$ cat src/rtl/obd_frame_tx.sv
// OBD telemetry frame transmitter: snapshots vehicle values and sends them as 8N1 UART bytes.
// Define OBD_CHECKSUM_EN to append the XOR checksum byte (12-byte frame); otherwise 11 bytes.
module obd_frame_tx #(
    parameter int CLKS_PER_BIT = 434
) (
    input  logic        clk,
    input  logic        rst,
    input  logic        send_req,
    input  logic        engine_on,
    input  logic [7:0]  speed,
    input  logic [13:0] rpm,
    input  logic [7:0]  fuel,
    input  logic [7:0]  temp,
    input  logic [31:0] odometer_raw,
    input  logic        ess_trigger,
    output logic        tx,
    output logic        busy,
    output logic        frame_done,
    output logic        overrun
);

`ifdef OBD_CHECKSUM_EN
    localparam int NBYTES = 12;
`else
    localparam int NBYTES = 11;
`endif

    localparam logic [2:0]  S_IDLE  = 3'd0;
    localparam logic [2:0]  S_START = 3'd1;
    localparam logic [2:0]  S_DATA  = 3'd2;
    localparam logic [2:0]  S_STOP  = 3'd3;
    localparam logic [2:0]  S_DONE  = 3'd4;
    localparam logic [15:0] BAUD_LAST = 16'(CLKS_PER_BIT - 1);
    localparam logic [3:0]  BYTE_LAST = 4'(NBYTES - 1);

    logic [2:0]              state_q, state_d;
    logic [15:0]             baud_q, baud_d;
    logic [2:0]              bit_q, bit_d;
    logic [3:0]              byte_q, byte_d;
    logic                    tx_q, tx_d;
    logic                    busy_q, busy_d;
    logic                    done_q, done_d;
    logic                    overrun_q, overrun_d;
    logic                    ess_q, ess_d;
    logic [NBYTES-1:0][7:0]  buf_q, buf_d;
    logic [10:0][7:0]        payload_s;
    logic [NBYTES-1:0][7:0]  frame_s;
    logic [7:0]              cur_byte_s;
    logic [2:0]              nxt_bit_s;
    logic                    snap_s;
    logic                    baud_end_s;

    always_comb begin
        payload_s     = '0;
        payload_s[0]  = 8'hAA;
        payload_s[1]  = {6'b000000, ess_q | ess_trigger, engine_on};
        payload_s[2]  = speed;
        payload_s[3]  = {2'b00, rpm[13:8]};
        payload_s[4]  = rpm[7:0];
        payload_s[5]  = fuel;
        payload_s[6]  = temp;
        payload_s[7]  = odometer_raw[31:24];
        payload_s[8]  = odometer_raw[23:16];
        payload_s[9]  = odometer_raw[15:8];
        payload_s[10] = odometer_raw[7:0];
    end

`ifdef OBD_CHECKSUM_EN
    // Sync byte is excluded from the checksum.
    function automatic logic [7:0] xor_checksum(input logic [10:0][7:0] p);
        logic [7:0] acc;
        acc = 8'h00;
        for (int i = 1; i < 11; i++) begin
            acc = acc ^ p[i];
        end
        return acc;
    endfunction

    assign frame_s = {xor_checksum(payload_s), payload_s};
`else
    assign frame_s = payload_s;
`endif

    assign snap_s     = (state_q == S_IDLE) && send_req;
    assign baud_end_s = (baud_q == BAUD_LAST);
    assign cur_byte_s = buf_q[byte_q];
    assign nxt_bit_s  = bit_q + 3'd1;
    assign ess_d      = snap_s ? ess_trigger : (ess_q | ess_trigger);
    assign buf_d      = snap_s ? frame_s : buf_q;

    // tx_d is the line level of the state being entered, so tx stays registered.
    always_comb begin
        state_d   = state_q;
        baud_d    = baud_q;
        bit_d     = bit_q;
        byte_d    = byte_q;
        tx_d      = tx_q;
        busy_d    = busy_q;
        done_d    = 1'b0;
        overrun_d = send_req && (state_q != S_IDLE);
        case (state_q)
            S_IDLE: begin
                if (send_req) begin
                    state_d = S_START;
                    baud_d  = 16'd0;
                    bit_d   = 3'd0;
                    byte_d  = 4'd0;
                    tx_d    = 1'b0;
                    busy_d  = 1'b1;
                end else begin
                    tx_d   = 1'b1;
                    busy_d = 1'b0;
                end
            end
            S_START: begin
                if (baud_end_s) begin
                    baud_d  = 16'd0;
                    bit_d   = 3'd0;
                    state_d = S_DATA;
                    tx_d    = cur_byte_s[0];
                end else begin
                    baud_d = baud_q + 16'd1;
                end
            end
            S_DATA: begin
                if (baud_end_s) begin
                    baud_d = 16'd0;
                    if (bit_q == 3'd7) begin
                        state_d = S_STOP;
                        tx_d    = 1'b1;
                    end else begin
                        bit_d = nxt_bit_s;
                        tx_d  = cur_byte_s[nxt_bit_s];
                    end
                end else begin
                    baud_d = baud_q + 16'd1;
                end
            end
            S_STOP: begin
                if (baud_end_s) begin
                    baud_d = 16'd0;
                    if (byte_q == BYTE_LAST) begin
                        state_d = S_DONE;
                        busy_d  = 1'b0;
                        done_d  = 1'b1;
                        tx_d    = 1'b1;
                    end else begin
                        byte_d  = byte_q + 4'd1;
                        state_d = S_START;
                        tx_d    = 1'b0;
                    end
                end else begin
                    baud_d = baud_q + 16'd1;
                end
            end
            S_DONE: begin
                state_d = S_IDLE;
                tx_d    = 1'b1;
                busy_d  = 1'b0;
            end
            default: begin
                state_d = S_IDLE;
                tx_d    = 1'b1;
                busy_d  = 1'b0;
            end
        endcase
    end

    // State, counters, outputs, ESS latch and frame buffer.
    always_ff @(posedge clk) begin
        if (rst) begin
            state_q   <= S_IDLE;
            baud_q    <= 16'd0;
            bit_q     <= 3'd0;
            byte_q    <= 4'd0;
            tx_q      <= 1'b1;
            busy_q    <= 1'b0;
            done_q    <= 1'b0;
            overrun_q <= 1'b0;
            ess_q     <= 1'b0;
            buf_q     <= '0;
        end else begin
            state_q   <= state_d;
            baud_q    <= baud_d;
            bit_q     <= bit_d;
            byte_q    <= byte_d;
            tx_q      <= tx_d;
            busy_q    <= busy_d;
            done_q    <= done_d;
            overrun_q <= overrun_d;
            ess_q     <= ess_d;
            buf_q     <= buf_d;
        end
    end

    assign tx         = tx_q;
    assign busy       = busy_q;
    assign frame_done = done_q;
    assign overrun    = overrun_q;

endmodule

$ cat config.mk
export PLATFORM = sky130hd
export DESIGN_NAME = obd_frame_tx
export DESIGN_NICKNAME = d
export VERILOG_FILES = /design/src/rtl/obd_frame_tx.sv
export SDC_FILE = /design/constraint.sdc
export NUM_CORES = 1
export LEC_CHECK = 0
export BUFFER_PORTS_ARGS = -buffer_cell sky130_fd_sc_hd__buf_2
export CORE_ASPECT_RATIO = 0.8
export CORE_MARGIN = 3
export CORE_UTILIZATION = 45
export CTS_BUF_LIST = sky130_fd_sc_hd__clkbuf_16
export CTS_CLUSTER_SIZE = 14
export DETAILED_ROUTE_END_ITERATION = 8
export PLACE_DENSITY = 0.66
export RECOVER_POWER = 25
export SLEW_MARGIN = 0
export SYNTH_ARGS = -nofsm -noshare
export SYNTH_HDL_FRONTEND = slang
export SYNTH_SLANG_ARGS = --single-unit
$ cat constraint.sdc
create_clock -name clk -period 3.45 [get_ports clk]
set_clock_uncertainty 0.2 [all_clocks]
set_input_delay 1.035 -clock clk [delete_from_list [all_inputs] [get_ports clk]]
set_output_delay 1.035 -clock clk [all_outputs]
set_load 0.05 [all_outputs]
Word-level counts from Yosys, hierarchy flattened
Index checks and enable logic that the tools add are counted.
{"block": "word_totals", "register_bits": 104, "elab_cells": 94, "output_inout_bits": 4, "input_bits": 75}
{"block": "op_classes", "n_eq_ne": 14, "addsub": 3, "reduce_logical": 16, "n_lt_le_gt_ge": 2, "muxes": 35, "bitwise": 4}
{"cell": "$bmux 8 s4", "count": 1}
{"cell": "$mux 16", "count": 2}
{"cell": "$pmux 16 s2", "count": 1}
{"cell": "$mux 3", "count": 10}
{"cell": "$add 16x1->16 const B", "count": 1}
{"cell": "$eq 16x9->1 const B", "count": 1}
{"cell": "$ne 2x2->1 const B", "count": 8}
{"cell": "$mux 4", "count": 3}
{"cell": "$pmux 3 s4", "count": 1}
{"cell": "$mux 1", "count": 11}
{"cell": "$reduce_and 5->1", "count": 2}
{"cell": "$pmux 3 s3", "count": 1}
{"cell": "$mux 8", "count": 1}
{"cell": "$pmux 4 s2", "count": 1}
{"cell": "$eq 3x2->1 const B", "count": 2}
{"cell": "$reduce_and 3->1", "count": 2}
{"cell": "$reduce_bool 3->1", "count": 2}
{"cell": "$reduce_or 3->1", "count": 2}
{"cell": "$lt 4x5->1 const B", "count": 1}
{"cell": "$add 4x1->4 const B", "count": 1}
{"cell": "$eq 4x4->1 const B", "count": 1}
{"cell": "$lt 3x4->1 const B", "count": 1}
{"cell": "$pmux 1 s4", "count": 1}
{"cell": "$reduce_and 4->1", "count": 1}
{"cell": "12 further kinds", "count": 16}

Longest topological paths before layout
Gate-level depths: netlist (run 1).
{"block": "depth", "depth_word": 7, "ltp_mapped": 9, "ltp_nobuf": 8}

Worst setup path before layout (run 1)
OpenSTA, ideal clock, no wires.
{"block": "synth_timing", "path_type": "flip-flop to flip-flop", "from": "reg baud_q[0]", "to": "reg tx_q, in the netlist tx", "synth_period_minus_slack_ns": 2.335, "setup_slack_ns": 1.115, "arrival_time_ns": 2.006, "required_time_ns": 3.121, "n_path_buf": 0, "setup_time_ns": 0.129, "stages_incl_launch_ff": 8, "path_cell_list": "dfxtp_1 -> ha_1 -> or3b_2 -> o41ai_4 -> nand4b_1 -> nor3_1 -> nor4b_2 -> a211oi_1"}
{"block": "synth_between", "elab_chain_cells": 3, "word_cells_on_any_way": 5, "classes_between": "eq/ne: 4; reduce/logical: 1"}
{"element": "start: declaration", "line_no": "37", "text": "logic [15:0] baud_q, baud_d;"}
{"element": "start signal: assignment", "line_no": "184", "text": "baud_q <= baud_d;"}
{"element": "$eq 16x9->1 (*)", "line_no": "85", "text": "assign baud_end_s = (baud_q == BAUD_LAST);"}
{"element": "$ne 2x2->1 (no line)"}
{"element": "$reduce_and 3->1 (no line) (*)"}
{"element": "end signal: assignment", "line_no": "187", "text": "tx_q <= tx_d;"}
{"element": "end: declaration", "line_no": "40", "text": "logic tx_q, tx_d;"}
Mark *: on every way between the ends. The rest lies on a longest branch, timed or not.
A chain may end at the register's enable or synchronous reset.

Final worst setup path (run 1)
{"block": "layout_timing", "from": "reg baud_q[0]", "to": "reg baud_q[9]"}
{"block": "layout_between", "elab_chain_cells": 3, "word_cells_on_any_way": 4, "classes_between": "add/sub: 1; eq/ne: 1; mux: 2"}
{"element": "$add 16x1->16 or $eq 16x9->1 (tied branches)"}
{"element": "$mux 16 (*)", "line_no": "116, 126, 140"}
{"element": "$pmux 16 s2 (*)", "line_no": "101", "text": "case (state_q)"}
Marks and branches as above.

==> run summary, run 1 <==
nand2_1 is the most common cell in the netlist. Yosys mapped the design onto 57 distinct sky130hd cell types. The post-route fraction of the period consumed by the critical path works out to 0.803.

The logs give 0 for the hold violation total from the final report and 0.468 for the starting utilization of the core area. The worst hold path belongs to the class flop to flop. Clock latency on the worst-skew pair, taken at its later pin, is 0.34 ns. Counting the fill cells in the layout gives 1,009. 0 antenna diodes ended up in the layout. The initial antenna violation count came out at 0. For this design the top-level I/O count stands at 79.

The flop and latch count out of synthesis was 104. Power per unit of standard cell area: 467 nW/µm². The die covers 12,100 µm². Standard-cell row count: 33.

By count the netlist is led by nand2_1 (159), dfxtp_1 (104), a21oi_1 (94), clkbuf_1 (34), nor2_1 (33). The run gives 0 as the max-slew violation total from the final report. Top flip-flop cell by instance count after synthesis: dfxtp_1. The overflow left after global routing was 0. Setup violations remaining at the end of the flow were counted as 0.

The routed design uses 5160 µm of met2 wire. The area added between synthesis and finish came out at 14.7%. In this run the remaining antenna-violating nets after routing total 0.

The summed area of non-filler cells in the final layout was 5590 µm²; the clock-pin slew reported for the worst setup and hold paths after clock tree synthesis was 0.07 ns. For the all-layer global routing usage, the log shows 0.211. Signal routing reaches up to met4.

The via count of the first global-routing pass was 4,186. The critical path capture point type was a flop. The die is 99.1 µm tall. The proportion of netlist area held by the largest area contributor is 0.427. At the end of routability-driven placement, the weighted congestion stood at 0.894.

The post-CTS setup buffer count is 0. The worst setup path is launched from a flop. The horizontal die dimension came out at 122 µm. The number of standard cells after synthesis was 611; the fraction of registers with async set/reset was 0. Across all layers, the routed design uses 4,478 vias. The run gives 0 as the count of max-cap constraint violations.

The number of I/O port buffers is 78, and the routed length on met3 is 873 µm. By area the synthesized netlist is led by dfxtp_1 (43%), nand2_1 (12%), a21oi_1 (9.7%). In the final timing run, aggregate negative setup slack is 0 ns.

For the detailed-routing iteration count for the pre-antenna-repair pass, the log shows 4. Worst setup path category: flop to flop. The tools report the achievable frequency as 361 MHz. Dividing the detail-routed wire length by the instance count gives 15.4 µm.

In the routed layout, each cell is associated on average with a via count of 5.53. The minimum clock period is 2.77 ns, and the wire length the detailed router placed on met1 is 6240 µm. The H-tree generated during clock tree synthesis spans 3 levels.

For the pin with the worst max-slew slack, the measured transition is 1.13 ns. For the critical path required time, the log shows 3.44 ns. The biggest area consumer among synthesized cells is dfxtp_1. The sequential element share of the synthesized area was 0.427. In this run, synthesis inferred 0 flip-flops with an integrated enable. In this run the worst path has a maximum fanout of 15. The ratio of cells with drive above 1 in the final layout came out at 0.178. The first routing iteration left 382 violations. The run gives 5340 µm² as the cell area reported after detailed placement. In this run the static leakage power is 2.11 nW. After synthesis the cells add up to 4870 µm². The tools report the highest ir drop seen on vdd as 0.000250 V. The flow ran to the end, and the final reports show no timing, DRC or antenna violations. The root buffer cell chosen for the clock tree is clkbuf_16.

For the number of buffers added by the clock tree synthesis step, the log shows 9. The endpoint arrival time on the critical path came out at 2.76 ns. For the count of nets after finishing, the log shows 747. After detailed routing, the number of remaining DRC violations is 0. For the worst max-slew margin expressed relative to the limit, the log shows 0.245. The post-cts hold buffer count is 0. The synthesized area divided by synthesized cell count works out to 7.98 µm². The tools report the post-cts repair resize count as 0. Number of nets produced by synthesis: 692.

The first global-routing pass estimated 20,500 µm of wire. The floorplan step defined a core boundary enclosing 10,400 µm². Routed wire length: 12,500 µm.

The run gives 8630 µm as the placed wire-length estimate. TritonCTS built the clock tree. The yosys synthesis warning count came out at 0. The run gives 2 as the deepest clock path buffer count.

Setup repair after global routing left no endpoint under its margin. The tree built by TritonCTS fans out to 104 sinks. Entering global routing, the biggest net connects 78 pins.
==> sequential cells by signal (all words and copies together) (netlist names), 3 cells and up <==
register	flops
baud_q	16
buf_q	73
state_q	3
bit_q	3
byte_q	4
==> cells by family (layout without fill, tap and decap cells) <==
logic type	after synthesis	in the layout	synth area share
mux	28	28	0.0696
flops	104	104	0.427
compound gates	145	145	0.176
buf+inv	48	107	0.0390
simple gates	269	269	0.253
fa+ha+maj	6	6	0.0154
xor+xnor	11	11	0.0198
==> power breakdown <==
group	internal, mW	switching, mW	total (mW)	leakage [nW]
Sequential	1.26	0.0426	1.31	0.851
Clock	0.556	0.437	0.993	0.139
Combinational	0.124	0.191	0.314	1.12
Total	1.94	0.670	2.61	2.11
==> area by class of cell <==
class / count / area [µm²] / share of cell area
clock buffers: 9 / 225 / 0.0403
inverters: 4 / 15.0 / 0.00269
multi-input cells: 459 / 2580 / 0.462
well taps: 140 / 175 / 0.0313
repair buffers: 88 / 453 / 0.0810
flip-flops and latches: 104 / 2080 / 0.372
clock inverters: 6 / 60.1 / 0.0107
==> path summary, 6_finish.rpt <==
check | startpoint | end | slack, ns | depth (start not counted)
max reg2reg | baud_q[0] | baud_q[9] | 0.68 | 7
min reg2reg | buf_q[42] | buf_q[42] | 0.25 | 2
max | baud_q[0] | baud_q[9] | 0.68 | 7
min | buf_q[42] | buf_q[42] | 0.25 | 2
==> cell usage in the layout, fill, tap and decap left out, types with 2 or more instances in the layout <==
cell	n
xor2_1	7
a221oi_1	3
and3_1	4
and2_1	3
mux2i_1	17
o2bb2ai_1	3
o21a_1	2
o22ai_1	3
a311oi_1	2
nand4_1	8
o21ai_0	13
nor2_1	33
and4_1	3
nor4_1	4
or3b_2	2
nor3b_1	7
nand2_1	158
a21oi_1	94
buf_4	8
nor3_1	13
a22oi_1	4
clkinv_2	2
nand3_1	9
dfxtp_1	104
or4_4	2
clkbuf_16	9
mux2_2	7
clkbuf_1	6
inv_1	4
nor2b_1	6
mux4_2	4
or4_1	2
a211oi_1	3
buf_2	73
ha_1	6
a31oi_1	3
or4b_2	2
xnor2_1	4
nand2b_1	5
a21o_1	3
==> layer usage <==
metal / GRT usage / up-vias
li1: - / 2232
met1: 0.315 / 2077
met2: 0.301 / 152
met3: 0.0478 / 17
met4: 0.0697 / 0
met5: 0 / -
==> worst max-delay path: stages, from the launching register on <==
cell      delay [ns]
dfxtp_1         0.47
ha_1            0.18
or3b_2          0.46
o41ai_1         0.35
clkbuf_1        0.53
o21ai_0         0.18
a21oi_1         0.17
nor2_1          0.05
==> stage by stage <==
step / total power, mW / hold WS [ns] / setup WS (ns) / instances / utilization
floorplan: 1.54 / 0.233 / 1.12 / 611 / -
global placement: 1.64 / 0.241 / 0.883 / 795 / 0.514
detailed placement: 1.65 / 0.247 / 0.799 / 795 / 0.514
CTS: 2.64 / 0.256 / 0.828 / 810 / 0.541
global route: 2.73 / 0.273 / 0.433 / 810 / 0.537
finish: 2.61 / 0.255 / 0.681 / 810 / 0.537
(Power assumes the default switching activity.)
==> inputs of run 2 (changes only) <==
--- a/config.mk
+++ b/config.mk
@@ -12,7 +12,7 @@
 export CTS_BUF_LIST = sky130_fd_sc_hd__clkbuf_16
 export CTS_CLUSTER_SIZE = 14
 export DETAILED_ROUTE_END_ITERATION = 8
-export PLACE_DENSITY = 0.66
+export PLACE_DENSITY = 0.68
 export RECOVER_POWER = 25
 export SLEW_MARGIN = 0
 export SYNTH_ARGS = -nofsm -noshare
==> constraint.sdc (replaced) <==
create_clock -name clk -period 2.39 [get_ports clk]
set_clock_uncertainty 0.2 [all_clocks]
set_input_delay 0.717 -clock clk [delete_from_list [all_inputs] [get_ports clk]]
set_output_delay 0.717 -clock clk [all_outputs]
set_load 0.05 [all_outputs]
==> run summary, run 2 (same netlist as run 1, synthesis figures left out) <==
The tools report the via count of the first global-routing pass as 4,228. TritonCTS built the clock tree. Across all hold checks on the routed design, the worst slack comes to 0.255 ns.

The post-route fraction of the period consumed by the critical path came out at 0.977. The max-slew violation total from the final report is 0. Across the run, the number of max-cap violations was 0. The tools report the final weighted congestion in routability-driven placement as 0.865. The repair_antennas step left the layout with diodes totalling 0. The clock passes through at most 2 buffers. The tools report the detailed router's first-iteration violation count as 401. After floorplanning, the core was sized to cover 10,400 µm². The power per unit of standard cell area came out at 656 nW/µm². For this run, design rule violations remaining after detail routing come to 0. The worst setup path is launched from a flop. After clock tree synthesis, the clock-pin slew on the worst setup and hold paths is 0.07 ns. Dividing the detail-routed via count by the number of cells gives 5.55.

The logs give 0.468 for the starting utilization of the core area and 0.34 ns for the clock network latency to the later pin of the worst-skew pair. On the worst path, the slowest cell contributes a delay of 0.58 ns. STA classifies the critical path endpoint as a flop.

The overflow left after global routing came out at 0. The analysis attributes to cell leakage a power of 2.23 nW. After legalization and detailed placement, the total HPWL measured 8970 µm. The commonest non-fill, non-tap cell in the layout was nand2_1.

After layout, the minimum clock period comes to 2.33 ns. The worst max-slew margin expressed relative to the limit is 0.569. Dividing the detail-routed wire length by the instance count gives 15.2 µm. The die is 99.1 µm tall. The flow ran to the end, and the final reports show no timing, DRC or antenna violations. From left edge to right edge, the die measures 122 µm. For the pin with the worst max-slew slack, the measured transition is 0.645 ns. Ranked by flip-flop count, first place goes to buf_q.

Walking the worst path, the cells encountered are or4_4 -> nor4_4 -> a22oi_1 -> or2_1 -> a21oi_1 -> nor2_1. The standard-cell row count came out at 33. The register with the most flip-flops in the layout has 73 of them.

Setup violations remaining at the end of the flow were counted as 0. The count of pins on the block boundary was 79. The total negative slack is 0 ns. The tools report the CTS root buffer as clkbuf_16. On the critical path, the stage with the largest delay is an instance of or4_4. In this run the tool buffered the top-level ports with 78 buffer cells.

The area added between synthesis and finish is 19.1%. The tools report the all-layer global routing usage as 0.208. For the hold violation total from the final report, the log shows 0. Data arrives at the worst endpoint at 2.37 ns. Highest ir drop seen on vdd: 0.000386 V.

In the layout the commonest cells are nand2_1 (159), dfxtp_1 (103), a21oi_1 (94). The ratio of cells with drive above 1 in the final layout works out to 0.209. The tools report the remaining antenna violation count as 0. Entering global routing, the biggest net connects 95 pins.

The worst hold path belongs to the class flop to flop. For the critical path required time, the log shows 2.43 ns. The first-pass GRT wire length was 20,300 µm; the number of clock sinks was 104. The die outline area is 12,100 µm².

The critical-path maximum fanout is 7. Initial antenna violation count: 0. Core occupancy in the finished layout: 0.558. For the detailed-route via count, the log shows 4,594. The depth of the CTS H-tree was 3.

Worst setup path category: flop to flop. The largest registers in the layout are buf_q: 73 flops, baud_q: 16 flops, byte_q: 4 flops. The detailed-routing iteration count for the pre-antenna-repair pass is 5. The logs give 764 for the count of nets after finishing and 12,600 µm for the routed wire length. The number of buffers added by the clock tree synthesis step is 9.

Static timing analysis puts the maximum clock frequency at 428 MHz.
run 2: cell count changes in the layout (fill, tap and decap cells not counted), sizes merged:
cell      change
clkinvlp      +1
inv           +1
clkbuf        -2
buf          +19
clkinv        -1
run 2: through the flow:
step / instances / cell area [µm²] / power, mW / worst slack, ns
after floorplan: 611 / 4870 / 2.22 / 0.0551
after global placement: 812 / 5510 / 2.40 / 0.112
after detailed placement: 812 / 5510 / 2.41 / 0.0305
after CTS: 828 / 5800 / 3.85 / 0.00515
after global routing: 828 / 5810 / 3.96 / -0.0333
final: 828 / 5810 / 3.81 / 0.0555
run 2: final timing paths:
kind / startpoint / end / slack (ns) / depth (start not counted)
setup reg to reg: baud_q[3] / bit_q[0] / 0.06 / 6
hold / removal: buf_q[48] / buf_q[48] / 0.26 / 2
setup / recovery: baud_q[3] / bit_q[0] / 0.06 / 6
hold reg to reg: buf_q[48] / buf_q[48] / 0.26 / 2
run 2: layout make-up:
class	count	area, µm²
multi-input cells	459	2630
fillers	996	4600
well taps	140	175
clock buffers	9	225
repair buffers	105	614
flip-flops and latches	104	2080
inverters	4	15.0
clock inverters	7	65.1
run 2: power by group:
group	total, mW	internal (mW)	switching [mW]
registers	1.87	1.82	0.0494
logic	0.498	0.200	0.297
clock network	1.44	0.803	0.634
total	3.81	2.83	0.981
run 2: metal layers:
metal / GRT usage / wire (µm)
met1: 0.305 / 6040
met2: 0.304 / 5600
met4: 0.0637 / 183
met5: 0 / 0
met3: 0.0472 / 797
run 2: critical path, delay by kind of cell, from the launching register on:
kind,cells,cell delay [ns]
simple gates,4,1.28
flops,1,0.37
compound gates,2,0.37
run 2: what timing repair did:
item / CTS / global route
gates resized for setup: 0 / 7
setup endpoints to repair: 0 / 9
hold buffers: 0 / 0
buffers inserted: 0 / 0
